$ cat src/rtl/cp_mux_n_to_1_arb.sv
// N-channel to 1 registered multiplexer with valid/ready handshake.
// Channel chosen by explicit select (fixed mode) or round-robin arbitration.
module cp_mux_n_to_1_arb #(
    parameter  int unsigned DATA_WIDTH = 32,
    parameter  int unsigned NUM_CH     = 4,
    localparam int unsigned SEL_W      = $clog2(NUM_CH)
) (
    input  logic                         i_clk,
    input  logic                         i_rst_n,
    input  logic                         i_en,
    input  logic                         i_mode,
    input  logic [SEL_W-1:0]             i_sel,
    input  logic [NUM_CH-1:0]            i_valid,
    input  logic [NUM_CH*DATA_WIDTH-1:0] i_data,
    output logic [NUM_CH-1:0]            o_ready,
    output logic [DATA_WIDTH-1:0]        o_y,
    output logic [SEL_W-1:0]             o_ch,
    output logic                         o_valid,
    input  logic                         i_ready
);

    logic [SEL_W-1:0]      last_q;
    logic [SEL_W-1:0]      rr_idx;
    logic                  rr_vld;
    logic                  fix_vld;
    logic [SEL_W-1:0]      grant_idx;
    logic                  grant_vld;
    logic                  load_ok;
    logic                  load;
    logic [DATA_WIDTH-1:0] sel_data;

    // Round-robin search starting one past the last granted channel.
    always_comb begin
        int unsigned idx;
        rr_vld = 1'b0;
        rr_idx = '0;
        idx    = 0;
        for (int unsigned off = 1; off <= NUM_CH; off++) begin
            idx = (32'(last_q) + off) % NUM_CH;
            if (!rr_vld && i_valid[SEL_W'(idx)]) begin
                rr_vld = 1'b1;
                rr_idx = SEL_W'(idx);
            end
        end
    end

    // Fixed select; an out-of-range index matches no channel and never grants.
    always_comb begin
        fix_vld = 1'b0;
        for (int k = 0; k < int'(NUM_CH); k++) begin
            if (i_sel == SEL_W'(k)) begin
                fix_vld = i_valid[k];
            end
        end
    end

    assign grant_idx = i_mode ? rr_idx : i_sel;
    assign grant_vld = i_mode ? rr_vld : fix_vld;
    assign load_ok   = i_rst_n & i_en & (~o_valid | i_ready);
    assign load      = load_ok & grant_vld;

    always_comb begin
        o_ready = '0;
        if (load) begin
            o_ready[grant_idx] = 1'b1;
        end
    end

    always_comb begin
        sel_data = '0;
        for (int k = 0; k < int'(NUM_CH); k++) begin
            if (grant_idx == SEL_W'(k)) begin
                sel_data = i_data[k*DATA_WIDTH +: DATA_WIDTH];
            end
        end
    end

    // Single output register entry; a load and a drain in the same cycle keep o_valid high.
    always_ff @(posedge i_clk) begin
        if (!i_rst_n) begin
            o_y     <= '0;
            o_ch    <= '0;
            o_valid <= 1'b0;
            last_q  <= SEL_W'(NUM_CH - 1);
        end else if (load) begin
            o_y     <= sel_data;
            o_ch    <= grant_idx;
            o_valid <= 1'b1;
            last_q  <= grant_idx;
        end else if (o_valid && i_ready) begin
            o_valid <= 1'b0;
        end
    end

endmodule

$ cat config.mk
export PLATFORM = sky130hd
export DESIGN_NAME = cp_mux_n_to_1_arb
export DESIGN_NICKNAME = d
export VERILOG_FILES = /design/src/rtl/cp_mux_n_to_1_arb.sv
export SDC_FILE = /design/constraint.sdc
export NUM_CORES = 1
export LEC_CHECK = 0
export CAP_MARGIN = 25
export CORE_ASPECT_RATIO = 0.5
export CORE_MARGIN = 1
export CORE_UTILIZATION = 35
export CTS_CLUSTER_SIZE = 30
export DETAILED_ROUTE_END_ITERATION = 12
export PLACE_DENSITY = 0.85
export REMOVE_ABC_BUFFERS = 1
export SYNTH_ARGS = -nofsm -noshare
export SYNTH_HDL_FRONTEND = slang
export SYNTH_SLANG_ARGS = --single-unit
$ cat constraint.sdc
create_clock -name i_clk -period 2.86 [get_ports i_clk]
set_clock_uncertainty 0.05 [all_clocks]
set_input_delay 0.429 -clock i_clk [delete_from_list [all_inputs] [get_ports i_clk]]
set_output_delay 0.429 -clock i_clk [all_outputs]
set_load 0.02 [all_outputs]
==> flow_summary.ini, run 1 <==
[clock_tree]
clock_latency_ps = 280
cts_hold_buffers = 0
post_cts_resized = 11
cts_max_path_buffers = 2
clock-sinks = 37
post_cts_buffers = 0
clock-root-buffer = clkbuf_16
htreeDepth = 2
clk_pin_slew_worst_paths_ps = 60
cts_tree = built
cts_buffers = 5

[routing]
detail_route.first_pass.iterations = 4
initialDrtViolationCount = 172
remaining_drc_errors = 0
avgViaCountPerCell = 5.11
routedWlPerCell_um = 17.2
postRouteAntennaNets = 0
via_count = 2535
totalWireLength_um = 8550

[hold_path]
hold_path_class = reg2reg

[pwr]
switching_share = 0.275
leakagePower_nw = 1.77
p_int_mw = 1.40
power_mw = 1.93
clkPwrFrac = 0.337
combPwrFrac = 0.349
power_switching_mw = 0.532
power_density_mw_per_mm2 = 451
seqPwrFrac = 0.314
irDropWorstVdd_uv = 229

[synth]
yosys_warnings = 0
synth_edf_count = 0
synth_top_cells_by_count = mux2i_1, dfxtp_1, nand2_1
synth_cells = 231
synthFlopType = dfxtp_1
synthArstFlopShare = 0
ys_ff_latch = 37
seq_area_frac_synth = 0.337
yosysTopAreaCellShare = 0.337
synth_area_per_cell_um2 = 9.52
synth_area_leaders = dfxtp_1, mux2i_1, o221ai_1, nand2_1, buf_2
yosys.area.top_type = dfxtp_1
yosysMostFrequentCell = mux2i_1
yosysUniqueCellTypes = 31
synth_area_mm2 = 0.00220

[placed_design]
port_buffers = 177
hpwl_um = 6590
gp_congestion = 0.836

[run_status]
status = finished clean

[cells_and_area]
antennaDiodeCount = 0
areaGrowthSynthToFinish_pct = 94.7
multi_input_area_mm2 = 0.00137
regArea_um2 = 741
fillers = 419
final_net_count = 550
drive_above_1_share = 0.0850

[die]
coreArea_mm2 = 0.00575
rows = 19
fp.dieArea_mm2 = 0.00662
initial_core_util = 0.382
dieHeight_um = 58.0
ios = 178
die_width_um = 114

[global_route]
grt_max_degree = 36
first_global_vias = 2651
antenna_found_initial = 0
gr-usage-all-layers = 0.258
grt_pass1_wl_um = 12900
grt_remaining_overflow = 0

[worst_setup_path]
cp.arrival_ps = 2330
worst_setup_path_end_kind = output port
path_cells = clkdlybuf4s50_1 -> mux4_2 -> or2_1 -> and3_4 -> and3_1 -> clkdlybuf4s15_2
cp_top_family = buffers and inverters
required_ps = 2380
path_max_fanout = 5
slowest_stage = mux4_2
setup.worst_path.start_class = input pin
cp_slowest_stage_delay_ps = 520
worst-path-buf-inv = 2
path_class = in2out

[sta]
max_slew_margin = 0.617
setup_tns_ps = 0
hold-worst-slack_ps = 412
grt_setup_unrepaired = no
fin_crit_sh = 0.983
max_slew.worst_pin.slew_ps = 575
hold_viol_final = 0
period_needed_ps = 2810
maxSlewViolCount = 0
setup_viol_count_final = 0
fmax_mhz = 356

[run]
max-cap-violations = 0
-- sequential cells by signal (all words and copies together), names as in the netlist --
signal / cells
last_q: 2
o_ch: 2
o_valid: 1
o_y: 32
-- routing by layer --
layer  vias up  GRT usage  share of wire
met1      1215      0.255           0.36
met2        68      0.544           0.58
li1       1234          -              -
met4         0     0.0965          0.023
met3        18     0.0439          0.031
met5         -          0              0
-- worst register-to-register path: stages (launching register included) --
cell and delay, ps:
dfxtp_1 410, nand2b_1 160, o21ai_1 100, o311ai_4 390, buf_4 550, mux2i_1 330
o221ai_1 140
-- cell type report --
type | count | share of cell area
Timing Repair Buffer | 191 | 0.440
Clock inverter | 1 | 0.00702
Multi-Input combinational cell | 174 | 0.320
Tap cell | 84 | 0.0246
Clock buffer | 7 | 0.0333
Inverter | 2 | 0.00175
Sequential cell | 37 | 0.173
-- path summary, 6_finish.rpt --
check                                   to  depth (start not counted)  slack [ps]       from
worst min register to register     o_y[11]                          2         410    o_y[11]
worst min-delay path               o_y[11]                          2         410    o_y[11]
worst max register to register      o_y[1]                          6         600  last_q[1]
worst max-delay path            o_ready[1]                          6          50   i_sel[0]
-- through the flow --
stage           util  instances  worst slack (ps)  area (µm²)
2_1_floorplan      -        213             -6400        2090
3_5_place_dp   0.713        488              -281        4100
3_3_place_gp   0.713        488              -253        4100
4_1_cts        0.744        496              1.01        4280
5_1_grt        0.744        496              19.4        4280
6_report       0.744        496              48.7        4280
-- layout by cell type (no fill, tap or decap), types with 2 or more instances in the layout --
cell type / synthesis / routed
mux2i_1: 64 / 64
o221ai_1: 32 / 32
dfxtp_1: 37 / 37
and3_1: 3 / 2
clkdlybuf4s15_2: 0 / 2
nand3_1: 2 / 2
nand2_1: 34 / 34
nand2b_1: 7 / 7
or2_2: 2 / 2
buf_4: 4 / 13
clkbuf_16: 0 / 5
a21oi_1: 6 / 5
clkdlybuf4s50_1: 0 / 172
inv_1: 2 / 2
nor2_1: 7 / 7
-- power by group through the flow --
stage	Clock, mW	Combinational (mW)	Sequential, mW
2_1_floorplan	0	0.285	0.680
4_1_cts	0.656	0.675	0.606
3_5_place_dp	0	0.672	0.616
3_3_place_gp	0	0.656	0.612
5_1_grt	0.683	0.713	0.613
6_report	0.651	0.674	0.607
-- kinds of logic (layout without fill, tap and decap cells) --
kind of cell    count (synthesis)  in the layout  share of synthesized area
compound gates                 47             47                      0.173
simple gates                   62             62                      0.134
buf+inv                        20            201                     0.0546
flops                          37             37                      0.337
mux                            65             65                      0.302
No activity file was read; power rests on OpenSTA's default activity.
==> run 2: changes to the inputs <==
CORE_MARGIN = 2   (was 1)
==> run 2 against run 1 <==
Critical path depth did not move. Global-route usage fell by 0.36 points. Sequential share of layout area barely moved. First-iteration DRC count fell by 41%. Register-to-register slack got worse by 110 ps. Sequential cell count did not move. Utilization fell by 4.2 points. Worst setup slack got worse by 21 ps. Final cell count rose by 0.81%. Combinational power rose by 2%. Via count rose by 0.99%. Count of clock-buffer cells in the layout did not move.
==> flow_summary.ini, run 2 (synthesis gave the netlist of run 1 again) <==
[routing]
detail_route.first_pass.iterations = 4
remaining_drc_errors = 0
totalWireLength_um = 8800
postRouteAntennaNets = 0
via_count = 2560
routedWlPerCell_um = 17.6
initialDrtViolationCount = 101
avgViaCountPerCell = 5.12

[pwr]
leakagePower_nw = 1.76
irDropWorstVdd_uv = 316
power_mw = 1.83
power_density_mw_per_mm2 = 428

[sta]
fmax_mhz = 353
setup_viol_count_final = 0
period_needed_ps = 2830
max_slew_margin = 0.693
hold_viol_final = 0
maxSlewViolCount = 0
setup_tns_ps = 0
fin_crit_sh = 0.990
max_slew.worst_pin.slew_ps = 460

[clock_tree]
cts_max_path_buffers = 2
cts_tree = built
clock_latency_ps = 270
clock-sinks = 37
htreeDepth = 2
cts_buffers = 5
clk_pin_slew_worst_paths_ps = 50
clock-root-buffer = clkbuf_16

[die]
rows = 20
initial_core_util = 0.362
die_width_um = 116
coreArea_mm2 = 0.00608
fp.dieArea_mm2 = 0.00697
dieHeight_um = 60.0
ios = 178

[worst_setup_path]
cp_slowest_stage_delay_ps = 480
crit_end = o_ready[0]
cp.arrival_ps = 2350
slowest_stage = mux4_2
path_max_fanout = 5
required_ps = 2380
r2r_cells = 7
cp-startpoint = i_valid[3]
r2r_end = o_y[25]
worst-path-buf-inv = 2
worst_setup_path_end_kind = output port
reg2reg_from = last_q[1]
reg2reg_slack_ps = 490
path_class = in2out
cp.depth = 6
setup.worst_path.start_class = input pin
cp_top_family = buffers and inverters
path_cells = clkdlybuf4s50_1 -> mux4_2 -> or2_1 -> and3_4 -> and3_1 -> dlygate4sd2_1

[global_route]
first_global_vias = 2657
grt_remaining_overflow = 0
grt_max_degree = 37
gr-usage-all-layers = 0.254
grt_pass1_wl_um = 13400
antenna_found_initial = 0

[placed_design]
hpwl_um = 6760
placement.cell_area_mm2 = 0.00411
gp_congestion = 0.874
port_buffers = 177

[cells_and_area]
design_area_mm2 = 0.00427
layout_commonest_cell = clkdlybuf4s50_1
areaGrowthSynthToFinish_pct = 94.2
reg_top3 = o_y (32), last_q (2), o_ch (2)
final_util = 0.702
final_cell_mix = clkdlybuf4s50_1, mux2i_1, dfxtp_1
fillers = 455
regMostFlops = o_y
final_net_count = 551
drive_above_1_share = 0.0801
antennaDiodeCount = 0
largest_register_ffs = 32

[run_status]
status = finished clean

[run]
max-cap-violations = 0

[hold_path]
hold_path_class = reg2reg
==> run 2: where the power goes <==
part / total (mW) / switching (mW) / internal [mW]
Combinational: 0.687 / 0.293 / 0.394
Clock: 0.535 / 0.193 / 0.342
Sequential: 0.605 / 0.0313 / 0.574
==> run 2: tightest hold or removal path, cell delays in order (launching register included) <==
cell	delay (ps)
dfxtp_1	330
nand2_1	50
o221ai_1	50
==> run 2: cell type report <==
type | instances | area [µm²] | area share
Inverter | 2 | 7.51 | 0.00176
Timing Repair Buffer | 192 | 1890 | 0.443
Clock buffer | 7 | 143 | 0.0334
Tap cell | 88 | 110 | 0.0258
Sequential cell | 37 | 741 | 0.174
Multi-Input combinational cell | 174 | 1380 | 0.323
==> run 2: worst min-delay path by stage <==
stage,from,cells after the start,endpoint
2_1_floorplan,i_rst_n,1,last_q[0]
3_3_place_gp,o_y[8],2,o_y[8]
3_5_place_dp,o_y[11],2,o_y[11]
4_1_cts,o_y[9],2,o_y[9]
5_1_grt,o_y[11],2,o_y[11]
6_report,o_y[7],2,o_y[7]
==> run 2: layer usage <==
metal / GRT usage / vias to the layer above / share of wire
li1: - / 1242 / -
met1: 0.280 / 1219 / 0.39
met2: 0.505 / 81 / 0.56
met3: 0.0467 / 18 / 0.033
met4: 0.0799 / 0 / 0.023
met5: 0 / - / 0
==> run 2: stage by stage <==
stage / worst slack [ps] / hold slack (ps) / std cells
2_1_floorplan: -6400 / 451 / 213
6_report: 27.3 / 413 / 500
4_1_cts: 26.8 / 415 / 499
3_3_place_gp: -308 / 394 / 492
3_5_place_dp: -341 / 403 / 492
5_1_grt: -2.71 / 427 / 500
==> run 2: timing repair <==
| action | in CTS | in global routing |
|---|---|---|
| setup buffers | 0 | 1 |
| gates resized for setup | 9 | 5 |
| endpoints found under the setup margin | 4 | 7 |
| hold buffers | 0 | 0 |
==> run 3: changes to the inputs <==
MAX_ROUTING_LAYER = met4   (was not set)
==> run 3 against run 2 <==
Clock power rose by 0.9%. Combinational power about the same. Critical path depth stayed put.
==> flow_summary.ini, run 3 (synthesis gave the netlist of run 1 again) <==
[cells_and_area]
antennaDiodeCount = 0
largest_register_ffs = 32
areaGrowthSynthToFinish_pct = 94.2
drive_above_1_share = 0.0801
final_net_count = 551
layout_commonest_cell = clkdlybuf4s50_1
regMostFlops = o_y
fin_cells = 500
design_area_mm2 = 0.00427
final_cell_mix = clkdlybuf4s50_1, mux2i_1, dfxtp_1
reg_top3 = o_y (32), last_q (2), o_ch (2)

[worst_setup_path]
cp_top_family = buffers and inverters
path_class = in2out
reg2reg_slack_ps = 590
required_ps = 2380
worst-path-buf-inv = 2
setup.worst_path.start_class = input pin
slowest_stage = mux4_2
cp.arrival_ps = 2340
cp_slowest_stage_delay_ps = 480
path_cells = clkdlybuf4s50_1 -> mux4_2 -> or2_1 -> and3_4 -> and3_1 -> dlygate4sd2_1
r2r_cells = 6
reg2reg_from = last_q[1]
path_max_fanout = 5
worst_setup_path_end_kind = output port
r2r_end = o_y[25]

[routing]
avgViaCountPerCell = 5.13
via_count = 2564
remaining_drc_errors = 0
initialDrtViolationCount = 105
detail_route.first_pass.iterations = 4
postRouteAntennaNets = 0
routedWlPerCell_um = 17.8
totalWireLength_um = 8890

[global_route]
gr-usage-all-layers = 0.263
grt_max_degree = 37
grt_remaining_overflow = 0
antenna_found_initial = 0
grt_pass1_wl_um = 13400
first_global_vias = 2644

[sta]
setup_viol_count_final = 0
max_slew_margin = 0.693
maxSlewViolCount = 0
timing.final.ws_setup_ps = 43.1
fmax_mhz = 355
max_slew.worst_pin.slew_ps = 460
fin_crit_sh = 0.985
setup_tns_ps = 0
period_needed_ps = 2820
hold_viol_final = 0

[pwr]
p_int_mw = 1.31
power_mw = 1.83
seqPwrFrac = 0.330
power_density_mw_per_mm2 = 429
switching_share = 0.285
power_switching_mw = 0.523
leakagePower_nw = 1.76
combPwrFrac = 0.375
clkPwrFrac = 0.295
irDropWorstVdd_uv = 321

[placed_design]
dpl.cell_count = 492
placement.cell_area_mm2 = 0.00411
place_ws_ps = -341
gp_congestion = 0.888
port_buffers = 177
hpwl_um = 6760

[clock_tree]
htreeDepth = 2
clock_latency_ps = 280
cts_buffers = 5
clk_pin_slew_worst_paths_ps = 50
clock-sinks = 37
clock-root-buffer = clkbuf_16
cts_max_path_buffers = 2
cts_tree = built

[die]
rows = 20
ios = 178
die_width_um = 116
initial_core_util = 0.362
coreArea_mm2 = 0.00608
dieHeight_um = 60.0
fp.dieArea_mm2 = 0.00697

[run_status]
status = finished clean

[hold_path]
hold_path_end = o_y[7]
hold_path_class = reg2reg
holdPathStages = 2
holdCritStartpoint = o_y[7]

[run]
max-cap-violations = 0
==> run 3: layer usage <==
layer | GRT usage | up-vias | wire (µm)
met1 | 0.282 | 1218 | 3380
met4 | 0.0799 | 0 | 218
met5 | - | - | 0
met3 | 0.0456 | 20 | 323
met2 | 0.505 | 79 | 4970
li1 | - | 1247 | -
==> run 3: worst reg2reg max path, cell delays in order, from the launching register on <==
cell and delay (ps):
dfxtp_1 390, nand2b_1 150, o21ai_1 90, o311ai_4 470, buf_4 490, mux2i_1 340, o221ai_1 150
==> run 3: worst max-delay path by stage <==
stage / end / startpoint / cells after the start / slack, ps
floorplan: o_ready[2] / i_valid[0] / 4 / -6400
global placement: o_ready[0] / i_sel[0] / 6 / -310
detailed placement: o_ready[1] / i_sel[0] / 6 / -340
CTS: o_ready[3] / i_valid[1] / 7 / 30
global route: o_ready[0] / i_valid[1] / 6 / -3
finish: o_ready[0] / i_valid[3] / 6 / 40
==> run 3: final cells by class <==
cell class	instances	area, µm²
timing repair buffer	192	1890
fill	455	1810
multi-input combinational	174	1380
sequential	37	741
clock buffer	7	143
tap	88	110
inverter	2	7.51
==> run 3: what timing repair did <==
action	4_1_cts	5_1_grt
hold buffers	0	0
resized for setup	9	5
setup endpoints to repair	4	7
buffers inserted	0	1
==> run 3: power groups by stage <==
stage | Combinational, mW | Sequential (mW) | Clock (mW)
CTS | 0.683 | 0.605 | 0.548
global route | 0.725 | 0.611 | 0.577
detailed placement | 0.677 | 0.614 | 0
floorplan | 0.285 | 0.680 | 0
finish | 0.687 | 0.605 | 0.540
global placement | 0.659 | 0.612 | 0
==> run 3: through the flow <==
step	hold WS (ps)	util
after floorplan	451	-
after global placement	394	0.676
after detailed placement	403	0.676
after CTS	415	0.699
after global routing	427	0.702
final	412	0.702
